**src/rtl/id_operand_fetch.sv**
```systemverilog
// Operand fetch for the decode stage: register-file addressing, EX/MEM forwarding,
// load-use hazard detection and the ID/EX pipeline register.
module id_operand_fetch #(
  parameter int WORD_W = 32,
  parameter int PC_W   = 30,
  parameter int REG_AW = 5
) (
  input  logic              clk,
  input  logic              reset,
  input  logic              stall,
  input  logic              flush,
  input  logic              dec_en,
  input  logic [PC_W-1:0]   dec_pc,
  input  logic [REG_AW-1:0] dec_ra_addr,
  input  logic [REG_AW-1:0] dec_rb_addr,
  input  logic              dec_ra_use,
  input  logic              dec_rb_use,
  input  logic [REG_AW-1:0] dec_dst_addr,
  input  logic              dec_gpr_we_,
  input  logic              dec_is_load,
  output logic [REG_AW-1:0] gpr_rd_addr_0,
  output logic [REG_AW-1:0] gpr_rd_addr_1,
  input  logic [WORD_W-1:0] gpr_rd_data_0,
  input  logic [WORD_W-1:0] gpr_rd_data_1,
  input  logic              ex_en,
  input  logic              ex_gpr_we_,
  input  logic              ex_is_load,
  input  logic [REG_AW-1:0] ex_dst_addr,
  input  logic [WORD_W-1:0] ex_fwd_data,
  input  logic              mem_en,
  input  logic              mem_gpr_we_,
  input  logic [REG_AW-1:0] mem_dst_addr,
  input  logic [WORD_W-1:0] mem_fwd_data,
  output logic              ld_hazard,
  output logic              id_en,
  output logic [PC_W-1:0]   id_pc,
  output logic [WORD_W-1:0] id_ra_data,
  output logic [WORD_W-1:0] id_rb_data,
  output logic [REG_AW-1:0] id_dst_addr,
  output logic              id_gpr_we_,
  output logic              id_is_load
);

  logic              ex_hit, mem_hit;
  logic              ex_ra_hit, ex_rb_hit;
  logic [WORD_W-1:0] ra_fwd, rb_fwd;

  logic              en_q, en_d;
  logic [PC_W-1:0]   pc_q, pc_d;
  logic [WORD_W-1:0] ra_q, ra_d;
  logic [WORD_W-1:0] rb_q, rb_d;
  logic [REG_AW-1:0] dst_q, dst_d;
  logic              we_n_q, we_n_d;
  logic              ld_q, ld_d;

  assign gpr_rd_addr_0 = dec_ra_addr;
  assign gpr_rd_addr_1 = dec_rb_addr;

  assign ex_hit    = ex_en & ~ex_gpr_we_;
  assign mem_hit   = mem_en & ~mem_gpr_we_;
  assign ex_ra_hit = ex_hit & (ex_dst_addr == dec_ra_addr);
  assign ex_rb_hit = ex_hit & (ex_dst_addr == dec_rb_addr);

  // A load in EX has no data yet, so it is skipped here and covered by the hazard bubble.
  always_comb begin
    ra_fwd = gpr_rd_data_0;
    if (ex_ra_hit && !ex_is_load)
      ra_fwd = ex_fwd_data;
    else if (mem_hit && (mem_dst_addr == dec_ra_addr))
      ra_fwd = mem_fwd_data;
  end

  always_comb begin
    rb_fwd = gpr_rd_data_1;
    if (ex_rb_hit && !ex_is_load)
      rb_fwd = ex_fwd_data;
    else if (mem_hit && (mem_dst_addr == dec_rb_addr))
      rb_fwd = mem_fwd_data;
  end

  assign ld_hazard = dec_en & ex_is_load &
                     ((dec_ra_use & ex_ra_hit) | (dec_rb_use & ex_rb_hit));

  always_comb begin
    en_d   = en_q;
    pc_d   = pc_q;
    ra_d   = ra_q;
    rb_d   = rb_q;
    dst_d  = dst_q;
    we_n_d = we_n_q;
    ld_d   = ld_q;
    if (flush || (!stall && ld_hazard)) begin
      en_d   = 1'b0;
      we_n_d = 1'b1;
      ld_d   = 1'b0;
    end else if (!stall) begin
      en_d   = dec_en;
      pc_d   = dec_pc;
      ra_d   = ra_fwd;
      rb_d   = rb_fwd;
      dst_d  = dec_dst_addr;
      we_n_d = dec_gpr_we_ | ~dec_en;
      ld_d   = dec_is_load;
    end
  end

  always_ff @(posedge clk or negedge reset) begin
    if (!reset) begin
      en_q   <= 1'b0;
      pc_q   <= '0;
      ra_q   <= '0;
      rb_q   <= '0;
      dst_q  <= '0;
      we_n_q <= 1'b1;
      ld_q   <= 1'b0;
    end else begin
      en_q   <= en_d;
      pc_q   <= pc_d;
      ra_q   <= ra_d;
      rb_q   <= rb_d;
      dst_q  <= dst_d;
      we_n_q <= we_n_d;
      ld_q   <= ld_d;
    end
  end

  assign id_en       = en_q;
  assign id_pc       = pc_q;
  assign id_ra_data  = ra_q;
  assign id_rb_data  = rb_q;
  assign id_dst_addr = dst_q;
  assign id_gpr_we_  = we_n_q;
  assign id_is_load  = ld_q;

endmodule
```
**config.mk**
```make
export PLATFORM = sky130hd
export DESIGN_NAME = id_operand_fetch
export DESIGN_NICKNAME = d
export VERILOG_FILES = /design/src/rtl/id_operand_fetch.sv
export SDC_FILE = /design/constraint.sdc
export NUM_CORES = 1
export LEC_CHECK = 0
export BUFFER_PORTS_ARGS = -buffer_cell sky130_fd_sc_hd__buf_2
export CAP_MARGIN = 20
export CORE_AREA = 2 2 120 122
export CTS_BUF_LIST = sky130_fd_sc_hd__clkbuf_16
export CTS_CLUSTER_DIAMETER = 200
export DETAILED_ROUTE_END_ITERATION = 6
export DIE_AREA = 0 0 122 124
export PLACE_DENSITY = 0.8
export SYNTH_ARGS = -nofsm -noshare
export SYNTH_HDL_FRONTEND = slang
export SYNTH_SLANG_ARGS = --single-unit
```
**constraint.sdc**
```tcl
create_clock -name clk -period 2 [get_ports clk]
set_input_delay 0.2 -clock clk [delete_from_list [all_inputs] [get_ports clk]]
set_output_delay 0.2 -clock clk [all_outputs]
set_load 0.03 [all_outputs]
```
==> impl_results.md, run 1 <==
* Status: finished, final reports clean
* Final non-filler cell total at 1,054
* Clk sink count at 102
* Vias per inst at 6.00
* Post-DP HPWL at 15,800 um
* Total grt overflow at 0
* Crit end category: flop
* Comb power frac at 32.2%
* CTS tree: yes
* Placement Setup Slack at -0.0803 ns
* Antenna cell count at 0
* Fin worst setup slack at 0.270 ns
* Residual DRC at 0
* Net switching power at 2390 uW
* Gate Count Post-Synth at 583
* GRT busiest layer: met2
* Clk Latency, worst-skew pair at 0.34 ns
* Asr flop ratio synth at 100%
* Unrepaired setup endpoints after global routing: no
* Placement Rows at 43
* Core Area at 13,700 um^2
* Post-synthesis net count at 780
* Initial antenna violation count at 0
* Relative slew slack at 68.8%
* Lkg Pwr at 0.00360 uW
* M3 GR Usage at 6.00%
* Syn-to-layout area delta at 34.7%
* Post-synthesis register bit count at 102
* Area of the multi-input gates at 3090 um^2
* Fin crit share at 86.5%
* Final Hold Fails at 0
* PwrDens at 839 nW/um^2
* Critical Setup Path Class: in2reg
* Maximum buffer depth of the clock tree at 2
* Vias in the first global route at 6,248
* First-pass GRT wire length at 32,100 um
* Initial DRC Count at 588
* Power Internal at 4430 uW
* Grt met1 use at 32.2%
* Library cells used by synthesis at 33
* GR Util All Layers at 27.2%
* # setup viols final at 0
* Final net count at 1,066
* Final Skew at 0 ns
* Startpoint type of the worst setup path: input port
* Htree depth at 3
* Fillers at 1,194
* Synth Flop Type: dfrtp_1
* Slew Viols, Final at 0
* Sequential cell area at 2550 um^2
* I/O pin total at 310
* Die span in y at 124 um
* Max capacitance violation total at 0
* Most frequent cells in the layout: 308 x buf_2, 101 x dfrtp_1, 68 x nand4_1
* Clock buffer count from CTS at 9
* VDD IR max at 0.556 mV
* First drt pass iteration count at 6
* Worst slew pin tran at 0.468 ns
* Post-synth EDFFs at 0
* Post-synthesis cell area at 6030 um^2
* IO buf count at 309
* Seq/Total Area, Yosys at 42.3%
* Routability cong. at 0.876
* Worst EP required at 2.23 ns
* Crit-path max FO at 32
* Placed insts at 1,037
* Synth Area per Inst at 10.3 um^2
* DR WL/cell at 20.5 um
* Commonest non-fill, non-tap cell in the layout: buf_2
* Clock share of power at 30.4%
* Die ar. at 15,100 um^2
* Pin count of the biggest net entering global routing at 54
* WHS at 0.0723 ns
* Met2 Use GR at 47.6%
* DR vias at 6,320
* Fmax at 0.578 GHz
* Share of layout cells above drive strength 1 at 50.7%
* Yosys warnings at 0
* Die X at 122 um
* Reg clk slew, reported paths at 0.07 ns
* Crit path arrival time at 1.96 ns
* Flop pwr share at 37.5%
* CTS root buf: clkbuf_16
* Drt total wl at 21,700 um
* Worst hold path class: in2reg
* Post-DRT Antenna Nets at 0
* Initial core utilization at 44.0%
* Fin crit period at 1.73 ns
* Net Sw Frac at 35.1%
==> synthesized netlist by cell type (5+ instances only) <==
cell      instances  share of area (%)
dfrtp_1         101                 42
nand4_1          68                7.1
a31oi_1          64                6.6
nor3_1           64                5.3
clkbuf_1         45                2.8
mux2_2           41                7.7
o21ai_1          36                3.0
mux2_4           30                7.5
mux2_1           28                5.2
o21ai_0          28                2.3
xnor2_1          15                2.2
buf_4            11                1.4
buf_6            11                2.1
nor2_1            5               0.31
xor2_1            5               0.73
==> routing by layer <==
metal  part of all wire, %  routed length [um]  vias up
met5                     0                   0        -
met4                   3.5                 754        0
met3                    11                2450       71
met2                    50               10800      493
met1                    35                7650     2968
li1                      -                   -     2788
==> critical path, stage by stage <==
cell	delay, ns
buf_2	0.12
xor2_1	0.20
or4_4	0.80
o21ai_0	0.25
a31oi_1	0.11
mux2_2	0.27
==> path summary, 6_finish.rpt <==
kind / start / endpoint / slack (ns) / depth (start not counted)
setup / recovery: dec_rb_addr[2] / id_rb_data[0] / 0.27 / 6
hold / removal: dec_dst_addr[3] / id_dst_addr[3] / 0.07 / 2
setup reg to reg: id_gpr_we_ / id_gpr_we_ / 1.15 / 2
hold reg to reg: id_dst_addr[0] / id_dst_addr[0] / 0.49 / 1
max in group asynchronous: reset / id_gpr_we_ / 1.00 / 3
min in group asynchronous: reset / id_dst_addr[0] / 0.35 / 2
==> kinds of logic after synthesis <==
family                 Yosys count  synth area share (%)
XOR/XNOR                        20                  2.90
buffers and inverters           75                  6.97
flip-flops                     102                  42.3
multiplexers                    99                  20.4
AO/OA/AOI/OAI                  131                  12.4
AND/OR/NAND/NOR                156                  15.0
==> registers in the layout, indices dropped and copies added (netlist names) <==
register,cells
id_pc,30
id_en,1
id_gpr_we_,1
id_rb_data,32
id_ra_data,32
id_dst_addr,5
id_is_load,1
==> through the flow <==
stage / TNS (ns) / power, uW / util, % / instance area, um^2
4_1_cts: 0 / 6830 / 59.2 / 8120
3_5_place_dp: -0.770 / 4770 / 56.6 / 7760
3_3_place_gp: -0.123 / 4720 / 56.6 / 7760
6_report: 0 / 6820 / 59.2 / 8120
2_1_floorplan: 0 / 3920 / - / 6030
5_1_grt: 0 / 7060 / 59.2 / 8120
==> what timing repair did <==
| item | in CTS | in global routing |
|---|---|---|
| setup buffers | 0 | 0 |
| setup endpoints to repair | 0 | 0 |
| gates resized for setup | 0 | 0 |
| endpoints found under the hold margin | 32 | 0 |
| hold buffers | 1 | 0 |
==> power by group through the flow <==
| stage | registers (uW) | clock network, uW | logic (uW) |
|---|---|---|---|
| 2_1_floorplan | 3210 | 0 | 708 |
| 3_3_place_gp | 2570 | 0 | 2150 |
| 3_5_place_dp | 2590 | 0 | 2180 |
| 4_1_cts | 2550 | 2090 | 2190 |
| 5_1_grt | 2580 | 2170 | 2310 |
| 6_report | 2550 | 2070 | 2190 |
==> cell type report <==
cell class                 count  area share, %
clock inverter                 7           1.56
clock buffer                   9           2.77
multi-input combinational    406           38.0
timing repair buffer         348           23.3
tap                          180           2.77
sequential                   102           31.4
inverter                       2         0.0924
(Power assumes the default switching activity.)
==> run 2, diff against run 1 <==
--- a/config.mk
+++ b/config.mk
@@ -12,7 +12,7 @@
 export CTS_CLUSTER_DIAMETER = 200
 export DETAILED_ROUTE_END_ITERATION = 6
 export DIE_AREA = 0 0 122 124
-export PLACE_DENSITY = 0.8
+export PLACE_DENSITY = 0.87
 export SYNTH_ARGS = -nofsm -noshare
 export SYNTH_HDL_FRONTEND = slang
 export SYNTH_SLANG_ARGS = --single-unit
==> impl_results.md, run 2 (synthesis gave the netlist of run 1 again) <==
* Status: finished, final reports clean (unchanged)
* Vias in the first global route at 6,145 (was 6,248)
* Max capacitance violation total at 0 (unchanged)
* Pin count of the biggest net entering global routing at 54 (unchanged)
* Crit path arrival time at 2.00 ns (was 1.96 ns)
* Comb power frac at 33.6% (was 32.2%)
* Drt total wl at 22,000 um (was 21,700 um)
* CTS root buf: clkbuf_16 (unchanged)
* Post-DRT Antenna Nets at 0 (unchanged)
* Share of layout cells above drive strength 1 at 51.2% (was 50.7%)
* Crit-path max FO at 53 (was 32)
* Net switching power at 2440 uW (was 2390 uW)
* Fmax at 0.570 GHz (was 0.578 GHz)
* Htree depth at 3 (unchanged)
* PwrDens at 809 nW/um^2 (was 839 nW/um^2)
* Lkg Pwr at 0.00365 uW (was 0.00360 uW)
* Worst EP required at 2.25 ns (was 2.23 ns)
* Final Skew at 0 ns (unchanged)
* Clock share of power at 28.0% (was 30.4%)
* Core Area at 13,700 um^2 (unchanged)
* # setup viols final at 0 (unchanged)
* GR Util All Layers at 28.2% (was 27.2%)
* DR WL/cell at 20.7 um (was 20.5 um)
* DR vias at 6,425 (was 6,320)
* First-pass GRT wire length at 32,500 um (was 32,100 um)
* Final net count at 1,076 (was 1,066)
* Maximum buffer depth of the clock tree at 2 (unchanged)
* Die span in y at 124 um (unchanged)
* Routability cong. at 0.856 (was 0.876)
* Vias per inst at 6.03 (was 6.00)
* Clock buffer count from CTS at 9 (unchanged)
* Total power at 6640 uW (was 6820 uW)
* Reg clk slew, reported paths at 0.08 ns (was 0.07 ns)
* Fin worst setup slack at 0.246 ns (was 0.270 ns)
* Residual DRC at 0 (unchanged)
* Area of the multi-input gates at 3100 um^2 (was 3090 um^2)
* Relative slew slack at 68.4% (was 68.8%)
* Die ar. at 15,100 um^2 (unchanged)
* Power Internal at 4200 uW (was 4430 uW)
* Clk Latency, worst-skew pair at 0.35 ns (was 0.34 ns)
* Fin crit share at 87.7% (was 86.5%)
* CTS tree: yes (unchanged)
* Initial DRC Count at 649 (was 588)
* I/O pin total at 310 (unchanged)
* Die X at 122 um (unchanged)
* IO buf count at 309 (unchanged)
* Post-DP HPWL at 16,200 um (was 15,800 um)
* Final Hold Fails at 0 (unchanged)
* Sequential cell area at 2550 um^2 (unchanged)
* Worst hold path class: in2reg (unchanged)
* Placement Setup Slack at -0.103 ns (was -0.0803 ns)
* Placement Rows at 43 (unchanged)
* First drt pass iteration count at 5 (was 6)
* Initial antenna violation count at 3 (was 0)
* Critical Setup Path Class: in2reg (unchanged)
* Post-cts resize count at 0 (unchanged)
* Total grt overflow at 0 (unchanged)
* VDD IR max at 0.516 mV (was 0.556 mV)
* Initial core utilization at 44.0% (unchanged)
* Fillers at 1,173 (was 1,194)
* Flop pwr share at 38.5% (was 37.5%)
* Unrepaired setup endpoints after global routing: no (unchanged)
* Worst slew pin tran at 0.474 ns (was 0.468 ns)
* Commonest non-fill, non-tap cell in the layout: buf_2 (unchanged)
* Slew Viols, Final at 0 (unchanged)
* Net Sw Frac at 36.7% (was 35.1%)
* Fin crit period at 1.75 ns (was 1.73 ns)
* Clk sink count at 102 (unchanged)
* Crit end category: flop (unchanged)
* Syn-to-layout area delta at 36.0% (was 34.7%)
* # Post-CTS Setup Buffers at 0 (unchanged)
* Startpoint type of the worst setup path: input port (unchanged)
* Most frequent cells in the layout: 308 x buf_2, 101 x dfrtp_1, 68 x nand4_1 (unchanged)
-- run 2: timing repair --
action,CTS,global route
endpoints found under the hold margin,29,0
setup endpoints to repair,0,0
hold buffers,1,0
-- run 2: per-stage QoR --
stage	std cells	instance area [um^2]	setup TNS (ns)	hold slack [ns]	util, %
6_report	1065	8200	0	0.0585	59.8
5_1_grt	1065	8200	0	0.0420	59.8
4_1_cts	1064	8200	0	0.0441	59.8
3_5_place_dp	1047	7880	-0.999	0.172	57.4
3_3_place_gp	1047	7880	-0.177	0.169	57.4
2_1_floorplan	583	6030	0	-0.0956	-
-- run 2: routing by layer --
layer / share of wire (%) / vias to the layer above / global-route usage, %
li1: - / 2822 / -
met1: 36 / 2991 / 33.7
met2: 49 / 520 / 48.0
met5: 0.13 / - / 0
met4: 3.7 / 4 / 14.3
met3: 11 / 88 / 6.27
-- run 2: power groups by stage --
stage	sequential (uW)	clock [uW]	combinational [uW]
after floorplan	3210	0	708
after global placement	2570	0	2170
after detailed placement	2590	0	2210
after CTS	2550	1890	2220
after global routing	2590	1980	2340
final	2550	1860	2230
-- run 2: area by class of cell --
type	instances	share of cell area (%)
Tap cell	180	2.75
Clock buffer	9	2.75
Sequential cell	102	31.1
Inverter	2	0.0915
Multi-Input combinational cell	406	37.8
Clock inverter	7	1.01
Timing Repair Buffer	358	24.5
Antenna cell	1	0.0305
-- run 2: path summary, 6_finish.rpt --
kind	startpoint	slack, ns	cells past startpoint	endpoint
worst max-delay path	dec_rb_addr[0]	0.25	9	id_pc[8]
worst min-delay path	dec_pc[23]	0.06	2	id_pc[23]
worst max register to register	id_dst_addr[0]	1.17	1	id_dst_addr[0]
worst min register to register	id_gpr_we_	0.47	2	id_gpr_we_
max in group asynchronous	reset	1.01	3	id_gpr_we_
min in group asynchronous	reset	0.35	2	id_pc[25]
-- run 2: critical path: stages --
cell and delay [ns]:
buf_2 0.12, xnor2_1 0.15, nand4_1 0.11, nor3b_1 0.07, buf_4 0.14, nor4_4 0.29, buf_12 0.33, buf_4 0.19
mux2_2 0.33
==> run 3, diff against run 2 <==
--- a/config.mk
+++ b/config.mk
@@ -12,7 +12,7 @@
 export CTS_CLUSTER_DIAMETER = 200
 export DETAILED_ROUTE_END_ITERATION = 6
 export DIE_AREA = 0 0 122 124
-export PLACE_DENSITY = 0.87
+export PLACE_DENSITY_LB_ADDON = 0.25
 export SYNTH_ARGS = -nofsm -noshare
 export SYNTH_HDL_FRONTEND = slang
 export SYNTH_SLANG_ARGS = --single-unit
==> constraint.sdc (replaced) <==
create_clock -name clk -period 2.14 [get_ports clk]
set_input_delay 0.214 -clock clk [delete_from_list [all_inputs] [get_ports clk]]
set_output_delay 0.214 -clock clk [all_outputs]
set_load 0.03 [all_outputs]
==> impl_results.md, run 3 (synthesis gave the netlist of run 1 again) <==
* Initial DRC Count at 733 (was 649)
* WP buf/inv at 3 (was 4)
* Post-DRT Antenna Nets at 0 (unchanged)
* Crit end category: flop (unchanged)
* # setup viols final at 0 (unchanged)
* Critical Setup Path Class: in2reg (unchanged)
* CTS tree: yes (unchanged)
* Relative slew slack at 42.0% (was 68.4%)
* GR Util All Layers at 27.8% (was 28.2%)
* Worst slew pin tran at 0.868 ns (was 0.474 ns)
* DR WL/cell at 20.7 um (about the same)
* Crit path arrival time at 2.09 ns (was 2.00 ns)
* Flop pwr share at 38.5% (about the same)
* Fillers at 1,232 (was 1,173)
* Startpoint type of the worst setup path: input port (unchanged)
* CP cell instances: buf_2, xnor2_1, nand4_2, buf_4, or2_1, buf_4, a31oi_1, mux2_1 (was buf_2, xnor2_1, nand4_1, nor3b_1, buf_4, nor4_4, buf_12, buf_4, mux2_2)
* Total grt overflow at 0 (unchanged)
* Reg clk slew, reported paths at 0.07 ns (was 0.08 ns)
* Final Hold Fails at 0 (unchanged)
* Commonest non-fill, non-tap cell in the layout: buf_2 (unchanged)
* Final Skew at 0 ns (unchanged)
* Vias in the first global route at 6,411 (was 6,145)
* Largest delay share family, worst path: buffers and inverters (unchanged)
* Vias per inst at 5.99 (was 6.03)
* DR vias at 6,238 (was 6,425)
* Max capacitance violation total at 0 (unchanged)
* Worst reg2reg path startpoint: id_dst_addr[2] (was id_dst_addr[0])
* Worst hold path class: in2reg (unchanged)
* Clock buffer count from CTS at 9 (unchanged)
* Final setup TNS at 0 ns (unchanged)
* Area of the multi-input gates at 3100 um^2 (unchanged)
* Critical path depth in cells at 8 (was 9)
* First-pass GRT wire length at 32,700 um (was 32,500 um)
* Share of layout cells above drive strength 1 at 50.1% (was 51.2%)
* Clk Latency, worst-skew pair at 0.35 ns (about the same)
* Core Area at 13,700 um^2 (unchanged)
* Unrepaired setup endpoints after global routing: no (unchanged)
* Worst EP required at 2.37 ns (was 2.25 ns)
* Slew Viols, Final at 0 (unchanged)
* Net switching power at 2280 uW (was 2440 uW)
* Residual DRC at 0 (unchanged)
* Net Sw Frac at 37.0% (was 36.7%)
* Critical Path Start: dec_ra_addr[2] (was dec_rb_addr[0])
* Status: finished, final reports clean (unchanged)
* Syn-to-layout area delta at 32.8% (was 36.0%)
* First drt pass iteration count at 5 (unchanged)
* Initial antenna violation count at 1 (was 3)
* VDD IR max at 0.611 mV (was 0.516 mV)
* CTS root buf: clkbuf_16 (unchanged)
* PwrDens at 772 nW/um^2 (was 809 nW/um^2)
* Die ar. at 15,100 um^2 (unchanged)
* Post-DP HPWL at 15,500 um (was 16,200 um)
* Lkg Pwr at 0.00354 uW (was 0.00365 uW)
* Die X at 122 um (unchanged)
* Reg2reg end: id_dst_addr[2] (was id_dst_addr[0])
* Most used cell along the critical path: buf_4 (unchanged)
* CP max stage delay at 0.41 ns (was 0.33 ns)
* Fmax at 0.539 GHz
* Routability cong. at 0.820 (was 0.856)
* Clk sink count at 102 (unchanged)
* I/O pin total at 310 (unchanged)
* Power Internal at 3900 uW (was 4200 uW)
* Total power at 6180 uW (was 6640 uW)
* Fin crit share at 86.7%
* Most frequent cells in the layout: 308 x buf_2, 101 x dfrtp_1, 68 x nand4_1 (unchanged)
* Initial core utilization at 44.0% (unchanged)
* Pin count of the biggest net entering global routing at 66 (was 54)
* Slowest stage cell, crit path: buf_4 (was buf_12)
* Die span in y at 124 um (unchanged)
* Htree depth at 3 (unchanged)
* Post-cts resize count at 0 (unchanged)
* Fin crit period at 1.86 ns
* Final net count at 1,053 (was 1,076)
* Drt total wl at 21,600 um (was 22,000 um)
* Clock share of power at 28.7% (was 28.0%)
* Crit-path max FO at 34 (was 53)
* Comb power frac at 32.8% (was 33.6%)
* Worst Reg-to-Reg Cells at 1 (unchanged)
* Maximum buffer depth of the clock tree at 2 (unchanged)
* Antenna cell count at 0 (was 1)
* Placement Rows at 43 (unchanged)
* Sequential cell area at 2550 um^2 (unchanged)
* Critical Path Sink: id_ra_data[1] (was id_pc[8])
* R2r setup slk at 1.34 ns (was 1.17 ns)
* IO buf count at 309 (unchanged)
## run 3: cell count changes in the layout (fill, tap and decap cells not counted), sizes merged
cell / change
buf: -23
clkinv: -1
diode: -1
inv: +1
## run 3: through the flow
| step | hold slack (ns) | util [%] | instance area, um^2 | setup slack, ns | std cells |
|---|---|---|---|---|---|
| finish | 0.0719 | 58.4 | 8010 | 0.284 | 1041 |
| global route | 0.0665 | 58.4 | 8010 | 0.211 | 1041 |
| CTS | 0.0585 | 58.4 | 8010 | 0.322 | 1041 |
| detailed placement | 0.264 | 56.0 | 7680 | -0.0598 | 1024 |
| global placement | 0.272 | 56.0 | 7680 | -0.00851 | 1024 |
| floorplan | -0.0816 | - | 6030 | 0.457 | 583 |
## run 3: final cells by class
class	count	share of cell area, %
clock buffers	9	2.81
clock inverters	7	1.11
inverters	2	0.0938
multi-input cells	406	38.7
flip-flops and latches	102	31.9
well taps	180	2.81
repair buffers	335	22.6
## run 3: worst min path at each step
stage / from / endpoint / slack (ns) / depth (start not counted)
floorplan: reset / id_dst_addr[0] / -0.08 / 0
global placement: reset / id_ra_data[17] / 0.27 / 1
detailed placement: reset / id_ra_data[17] / 0.26 / 1
CTS: dec_pc[23] / id_pc[23] / 0.06 / 2
global route: dec_pc[27] / id_pc[27] / 0.07 / 2
finish: dec_pc[17] / id_pc[17] / 0.07 / 2
## run 3: timing repair
item | CTS | global route
hold endpoints to repair | 43 | 0
hold buffers | 1 | 0
setup buffers | 0 | 0
## run 3: per-layer routing
metal	share of wire, %	track usage [%]
met5	0.065	0
met4	3.2	12.1
met3	8.8	6.04
met2	50	48.1
met1	38	33.4
## run 3: power groups by stage
stage                     clock network (uW)  logic, uW  registers, uW
after floorplan                            0        662           3000
after global placement                     0       2000           2400
after detailed placement                   0       2020           2410
after CTS                               1800       2030           2380
after global routing                    1870       2140           2410
final                                   1770       2030           2380
